$ cat config.mk
export PLATFORM = sky130hd
export DESIGN_NAME = mem_port_arbiter
export DESIGN_NICKNAME = d
export VERILOG_FILES = /design/src/rtl/cpu_mem_pkg.sv /design/src/rtl/rr_arb2.sv /design/src/rtl/mem_port_arbiter.sv
export SDC_FILE = /design/constraint.sdc
export NUM_CORES = 1
export LEC_CHECK = 0
export CAP_MARGIN = 10
export CORE_AREA = 3 3 152 80
export CTS_BUF_LIST = sky130_fd_sc_hd__clkbuf_16
export DETAILED_ROUTE_END_ITERATION = 10
export DIE_AREA = 0 0 155 83
export PLACE_DENSITY = 0.6
export SLEW_MARGIN = 20
export SYNTH_ARGS = -nofsm -noshare
export SYNTH_HDL_FRONTEND = slang
export SYNTH_SLANG_ARGS = --single-unit
$ cat constraint.sdc
create_clock -name clk -period 5.7 [get_ports clk]
set_input_delay 1.14 -clock clk [delete_from_list [all_inputs] [get_ports clk]]
set_output_delay 1.14 -clock clk [all_outputs]
set_load 0.01 [all_outputs]
$ cat src/rtl/cpu_mem_pkg.sv
// Shared types and constants for the CPU memory-port arbiter.
// Requester IDs double as bit positions in the arbiter's request vector.
package cpu_mem_pkg;

   localparam int ADDR_W = 16;
   localparam int DATA_W = 16;

   typedef enum logic [1:0] {
      IDLE  = 2'd0,
      ISSUE = 2'd1,
      RESP  = 2'd2
   } mem_arb_state_t;

   typedef logic req_id_t;

   localparam req_id_t REQ_IF = 1'b0;
   localparam req_id_t REQ_D  = 1'b1;

endpackage

$ cat src/rtl/rr_arb2.sv
// Two-way round-robin pick: a lone requester always wins, and on a tie
// the requester that was not served last wins.
module rr_arb2
   import cpu_mem_pkg::*;
(
   input  logic [1:0] i_req,
   input  req_id_t    i_lastServed,
   output logic       o_anyReq,
   output req_id_t    o_winner
);

   // Purely combinational; the top registers the result on the IDLE->ISSUE edge.
   always_comb begin
      o_anyReq = |i_req;
      o_winner = REQ_IF;
      unique case (i_req)
         2'b01:   o_winner = REQ_IF;
         2'b10:   o_winner = REQ_D;
         2'b11:   o_winner = (i_lastServed == REQ_D) ? REQ_IF : REQ_D;
         default: o_winner = REQ_IF;
      endcase
   end

endmodule

$ cat src/rtl/mem_port_arbiter.sv
// Shares one single-port synchronous memory between instruction fetch and
// load/store, one access per three cycles, with fully registered outputs.
module mem_port_arbiter
   import cpu_mem_pkg::*;
#(
   parameter int ADDR_W = cpu_mem_pkg::ADDR_W,
   parameter int DATA_W = cpu_mem_pkg::DATA_W
)
(
   input  logic              clk,
   input  logic              rst,

   input  logic              if_req,
   input  logic [ADDR_W-1:0] if_addr,
   output logic              if_gnt,
   output logic              if_valid,
   output logic [DATA_W-1:0] if_rdata,

   input  logic              d_req,
   input  logic              d_we,
   input  logic [ADDR_W-1:0] d_addr,
   input  logic [DATA_W-1:0] d_wdata,
   output logic              d_gnt,
   output logic              d_valid,
   output logic [DATA_W-1:0] d_rdata,

   output logic              mem_en,
   output logic              mem_we,
   output logic [ADDR_W-1:0] mem_addr,
   output logic [DATA_W-1:0] mem_wdata,
   input  logic [DATA_W-1:0] mem_rdata
);

   mem_arb_state_t r_state;
   req_id_t        r_lastServed;
   req_id_t        r_winner;
   logic           r_isWrite;

   logic [1:0]     w_reqVec;
   logic           w_anyReq;
   req_id_t        w_winner;

   assign w_reqVec[REQ_IF] = if_req;
   assign w_reqVec[REQ_D]  = d_req;

   rr_arb2 u_rrArb (
      .i_req        (w_reqVec),
      .i_lastServed (r_lastServed),
      .o_anyReq     (w_anyReq),
      .o_winner     (w_winner)
   );

   // Outputs are assigned on the edge that enters the state they belong to,
   // so gnt/mem_en appear in ISSUE and valid appears in the following IDLE.
   always_ff @(posedge clk or posedge rst) begin
      if (rst) begin
         r_state      <= IDLE;
         r_lastServed <= REQ_D;
         r_winner     <= REQ_IF;
         r_isWrite    <= 1'b0;
         mem_en       <= 1'b0;
         mem_we       <= 1'b0;
         mem_addr     <= '0;
         mem_wdata    <= '0;
         if_gnt       <= 1'b0;
         d_gnt        <= 1'b0;
         if_valid     <= 1'b0;
         d_valid      <= 1'b0;
         if_rdata     <= '0;
         d_rdata      <= '0;
      end else begin
         if_gnt   <= 1'b0;
         d_gnt    <= 1'b0;
         if_valid <= 1'b0;
         d_valid  <= 1'b0;

         unique case (r_state)
            IDLE: begin
               if (w_anyReq) begin
                  r_state      <= ISSUE;
                  r_winner     <= w_winner;
                  r_lastServed <= w_winner;
                  mem_en       <= 1'b1;
                  if (w_winner == REQ_IF) begin
                     mem_addr  <= if_addr;
                     mem_we    <= 1'b0;
                     mem_wdata <= '0;
                     r_isWrite <= 1'b0;
                     if_gnt    <= 1'b1;
                  end else begin
                     mem_addr  <= d_addr;
                     mem_we    <= d_we;
                     mem_wdata <= d_wdata;
                     r_isWrite <= d_we;
                     d_gnt     <= 1'b1;
                  end
               end
            end

            ISSUE: begin
               mem_en  <= 1'b0;
               mem_we  <= 1'b0;
               r_state <= RESP;
            end

            // Memory read data is valid here, one cycle after mem_en.
            RESP: begin
               if (r_winner == REQ_IF) begin
                  if_rdata <= mem_rdata;
                  if_valid <= 1'b1;
               end else begin
                  if (!r_isWrite) begin
                     d_rdata <= mem_rdata;
                  end
                  d_valid <= 1'b1;
               end
               r_state <= IDLE;
            end

            default: begin
               r_state <= IDLE;
            end
         endcase
      end
   end

endmodule

* After elaboration in Yosys (flattened, before gate mapping) *
Index checks and enable logic that the tools add are counted.

word-level totals
  register bits after elaboration = 75
  bits of input ports = 69
  output and inout port bits = 70
  logic and storage cells = 49

operators by class
  equal/unequal tests = 5
  multiplexer cells = 21
  bitwise logic cells = 2
  reduce and logical (&&, ||, !) cells = 7

operators with widths
  cell                                                   count
  two-way mux 16 bit                                     2
  two-way mux 1 bit                                      14
  equality test 2 bit, second input constant             3
  one-hot mux 1 bit (2 select lines)                     3
  AND reduction 2 bit                                    3
  one-hot mux 2 bit (2 select lines)                     1
  AND reduction 3 bit                                    1
  equality test 2 x 1 -> 1 bit, second input constant    1
  logical NOT 2 bit                                      1
  two-way mux 2 bit                                      1
  inequality test 2 x 1 -> 1 bit, second input constant  1
  inverter 1 bit                                         2
  nonzero test 2 bit                                     1
  OR reduction 2 bit                                     1

* Logic depth before layout (Yosys ltp) *
  depth in word-level cells = 5
  depth in mapped cells = 5

* Modules after synthesis *
Synthesis repeated with hierarchy kept, for this count alone.

second synthesis, totals
  cell total of the unflattened synthesis = 215
  area total of the unflattened synthesis = 3128.0 µm²

modules (own cells, without submodules)
  module            times used  cells an instance  area an instance (µm²)  seq. area each (µm²)
  mem_port_arbiter  1           213                3114.2                  1878.1
  rr_arb2           1           2                  13.8                    0.0

* Worst setup path after synthesis *
No wires, ideal clock.

  kind = input to register
  start = input if_req
  end = register mem_addr[0]
  library setup time = 0.126 ns
  arrival = 1.926 ns
  required time = 5.574 ns
  path slack = 3.648 ns
  stages on the path = 5
  cells stage by stage = nand2_1 > and3_1 > buf_2 > buf_6 > a221o_1

on the way
  cells in the longest elaborated chain, start to end = 3

RTL lines
  item                                RTL line                text
  start: declaration                  mem_port_arbiter.sv:13  input logic if_req,
  equality test 2 bit                 rr_arb2.sv:16           unique case (i_req)
  one-hot mux 1 bit (2 select lines)  rr_arb2.sv:16
  two-way mux 16 bit                  mem_port_arbiter.sv:84  if (w_winner == REQ_IF) begin
  end signal: assignment              mem_port_arbiter.sv:85  mem_addr <= if_addr;
  end signal: assignment              mem_port_arbiter.sv:91  mem_addr <= d_addr;
  end: declaration                    mem_port_arbiter.sv:29  output logic [ADDR_W-1:0] mem_addr,

Several ways; a longest one is shown, not always the timed one.
A chain may end at the register's enable or synchronous reset.

* Worst setup path after layout *
  start = input d_req
  end = register mem_addr[5]

on the way
  cells in the longest elaborated chain, start to end = 3

RTL lines
  item                                RTL line                text
  start: declaration                  mem_port_arbiter.sv:19  input logic d_req,
  equality test 2 bit                 rr_arb2.sv:16
  one-hot mux 1 bit (2 select lines)  rr_arb2.sv:16
  two-way mux 16 bit                  mem_port_arbiter.sv:84

Several ways; a longest one is shown, not always the timed one.

==> impl_metrics.ini <==
[critical_path]
crit_fanout = 16
slowest_delay_ns = 0.87
cp.buffers_inverters = 1
path_delay_family = simple AND/OR/NAND/NOR gates
cp-end-kind = flop
crit_arrival_ns = 2.80
cp-start-kind = primary input
worstPathCellList = clkdlybuf4s50_1 -> nor2_1 -> o21a_1 -> a221o_1
cp_slowest_cell = nor2_1
worstSetupPathType = in -> reg
required_ns = 5.96

[status]
status = complete, no violations

[die]
die_height_um = 83
num_io_pins = 139
start_util_pct = 26.9
fp.dieW_um = 155
die_area_um2 = 12900
core-area_um2 = 10900
rows = 27

[clock_network]
clock_latency_ns = 0.32
cts_root_buf = clkbuf_16
cts_max_path_buffers = 2
postCtsSetupBuffers = 0
cts_hold_buf = 0
clkTransAtPathRegs_ns = 0.05
cts_resized = 0
cts.sinks = 75
cts-htree-levels = 3
cts_made_buffers = 9
cts_tree = yes

[routing]
num_vias = 2200
viasPerCell = 4.60
ant_nets = 0
drtIter0Drc = 89
drcViolationCount = 0
wl_um = 8350
wire_per_inst_um = 17.5
drtPass1Iterations = 4

[timing]
fin_crit_sh_pct = 44.6
setup-tns-final_ns = 0
hold_viol = 0
tightestPinTransition_ns = 1.12
setup_violations = 0
max_freq_mhz = 394
slew_headroom_pct = 25.4
finalClockSkew_ns = 0.00432
drv_slew = 0
rsz0062_at_grt = false
min_period_ns = 2.54

[power_and_ir_drop]
power_mw = 2.69
power.density_nw_per_um2 = 573
p_leak_nw = 2.01
ir_drop_mv = 0.183

[placement]
gp_congestion = 0.807
port_buffers = 138
hpwl_um = 6120

[finish]
final_common_cell = clkdlybuf4s50_1
finalNetCount = 398
area_growth_pct = 59.9
final_cell_mix = 138 x clkdlybuf4s50_1, 74 x dfrtp_1, 22 x mux2_2
fillCellCount = 1009
utilization_pct = 43.1
diodes = 0
layout-drive-gt1-share_pct = 15.3

[synth]
synth_ff_type = dfrtp_1
synthArstFlopShare_pct = 100
synth_area_um2 = 2940
syn_area_per_cell_um2 = 15.5
syn_nets = 259
ys.warnings.count = 0
ys_ff_latch = 75
ys_seq_area_share_pct = 63.9
synth_edf_count = 0
synth_cell_types = 24
synthCells = 190

[global_routing]
grt_overflow_total = 0
antenna_found_initial = 0
grt_pass1_wl_um = 13500
grt_max_degree = 42
grt_pass1_vias = 2476
track_usage_pct = 13.3

[hold_path]
hold_class = reg -> reg

[run]
max_cap_viol_count = 0
[worst register-to-register path, cell delays in order (launching register included)]
cell	delay, ns
dfrtp_1	0.41
and3b_1	0.24
nor2b_4	0.58
mux2_2	0.42
[worst paths after layout]
kind                          startpoint            end  slack, ns  cells after the start
min                        mem_wdata[15]  mem_wdata[15]       0.50                      1
max in group asynchronous            rst   r_lastServed       3.44                      3
max reg2reg                   r_state[0]    d_rdata[12]       3.93                      3
min reg2reg                mem_wdata[15]  mem_wdata[15]       0.50                      1
max                                d_req    mem_addr[5]       3.16                      4
min in group asynchronous            rst         if_gnt       1.25                      2
[power by group]
part	internal, mW	total [mW]	switching, mW
Sequential	0.795	0.943	0.148
Clock	0.329	0.529	0.200
Combinational	0.741	1.22	0.479
[kinds of logic (layout without fill, tap and decap cells)]
kind of cell / Yosys count / in the layout / synth area share, %
compound gates: 53 / 53 / 15.6
buf+inv: 17 / 160 / 4.04
flops: 75 / 75 / 63.9
mux: 32 / 32 / 13.5
simple gates: 13 / 13 / 2.94
[synth_stat cells, types with 2 or more instances]
| master | n | share of area, % |
|---|---|---|
| mux2_4 | 10 | 5.1 |
| mux2_2 | 22 | 8.4 |
| buf_2 | 7 | 1.2 |
| a22o_1 | 17 | 5.1 |
| clkbuf_1 | 2 | 0.26 |
| a21o_1 | 2 | 0.51 |
| nor2_1 | 2 | 0.26 |
| nand2_1 | 3 | 0.38 |
| buf_6 | 4 | 1.5 |
| a221o_1 | 16 | 5.4 |
| o21a_1 | 16 | 4.1 |
| inv_1 | 3 | 0.38 |
| and3_1 | 2 | 0.43 |
| dfrtp_1 | 74 | 63 |
[layer usage]
metal,global-route usage (%),vias up,wire [µm]
met2,24.1,41,4670
met5,0,-,0
met4,4.65,0,172
met3,3.38,13,286
met1,15.1,1154,3220
li1,-,992,-
[registers in the layout (all words and copies together) (netlist names)]
signal,cells
d_rdata,16
if_valid,1
mem_addr,16
r_winner,1
d_gnt,1
r_lastServed,1
d_valid,1
mem_we,1
if_gnt,1
r_isWrite,1
r_state,2
if_rdata,16
mem_en,1
mem_wdata,16
[through the flow]
step           setup slack [ns]  std cells  area (µm²)  hold slack (ns)
3_5_place_dp               2.81        463        4430            0.482
2_1_floorplan              2.65        190        2940            0.485
3_3_place_gp               2.90        463        4430            0.483
4_1_cts                    3.21        478        4700            0.503
5_1_grt                    3.10        478        4700            0.512
6_report                   3.16        478        4700            0.503
[area by class of cell]
class | count | area (µm²) | share of cell area (%)
clock buffer | 9 | 225 | 4.79
clock inverter | 6 | 50.0 | 1.06
tap | 145 | 181 | 3.86
inverter | 3 | 11.3 | 0.240
timing repair buffer | 142 | 1410 | 30.0
sequential | 75 | 1880 | 40.0
multi-input combinational | 98 | 943 | 20.1
(Power assumes the default switching activity.)
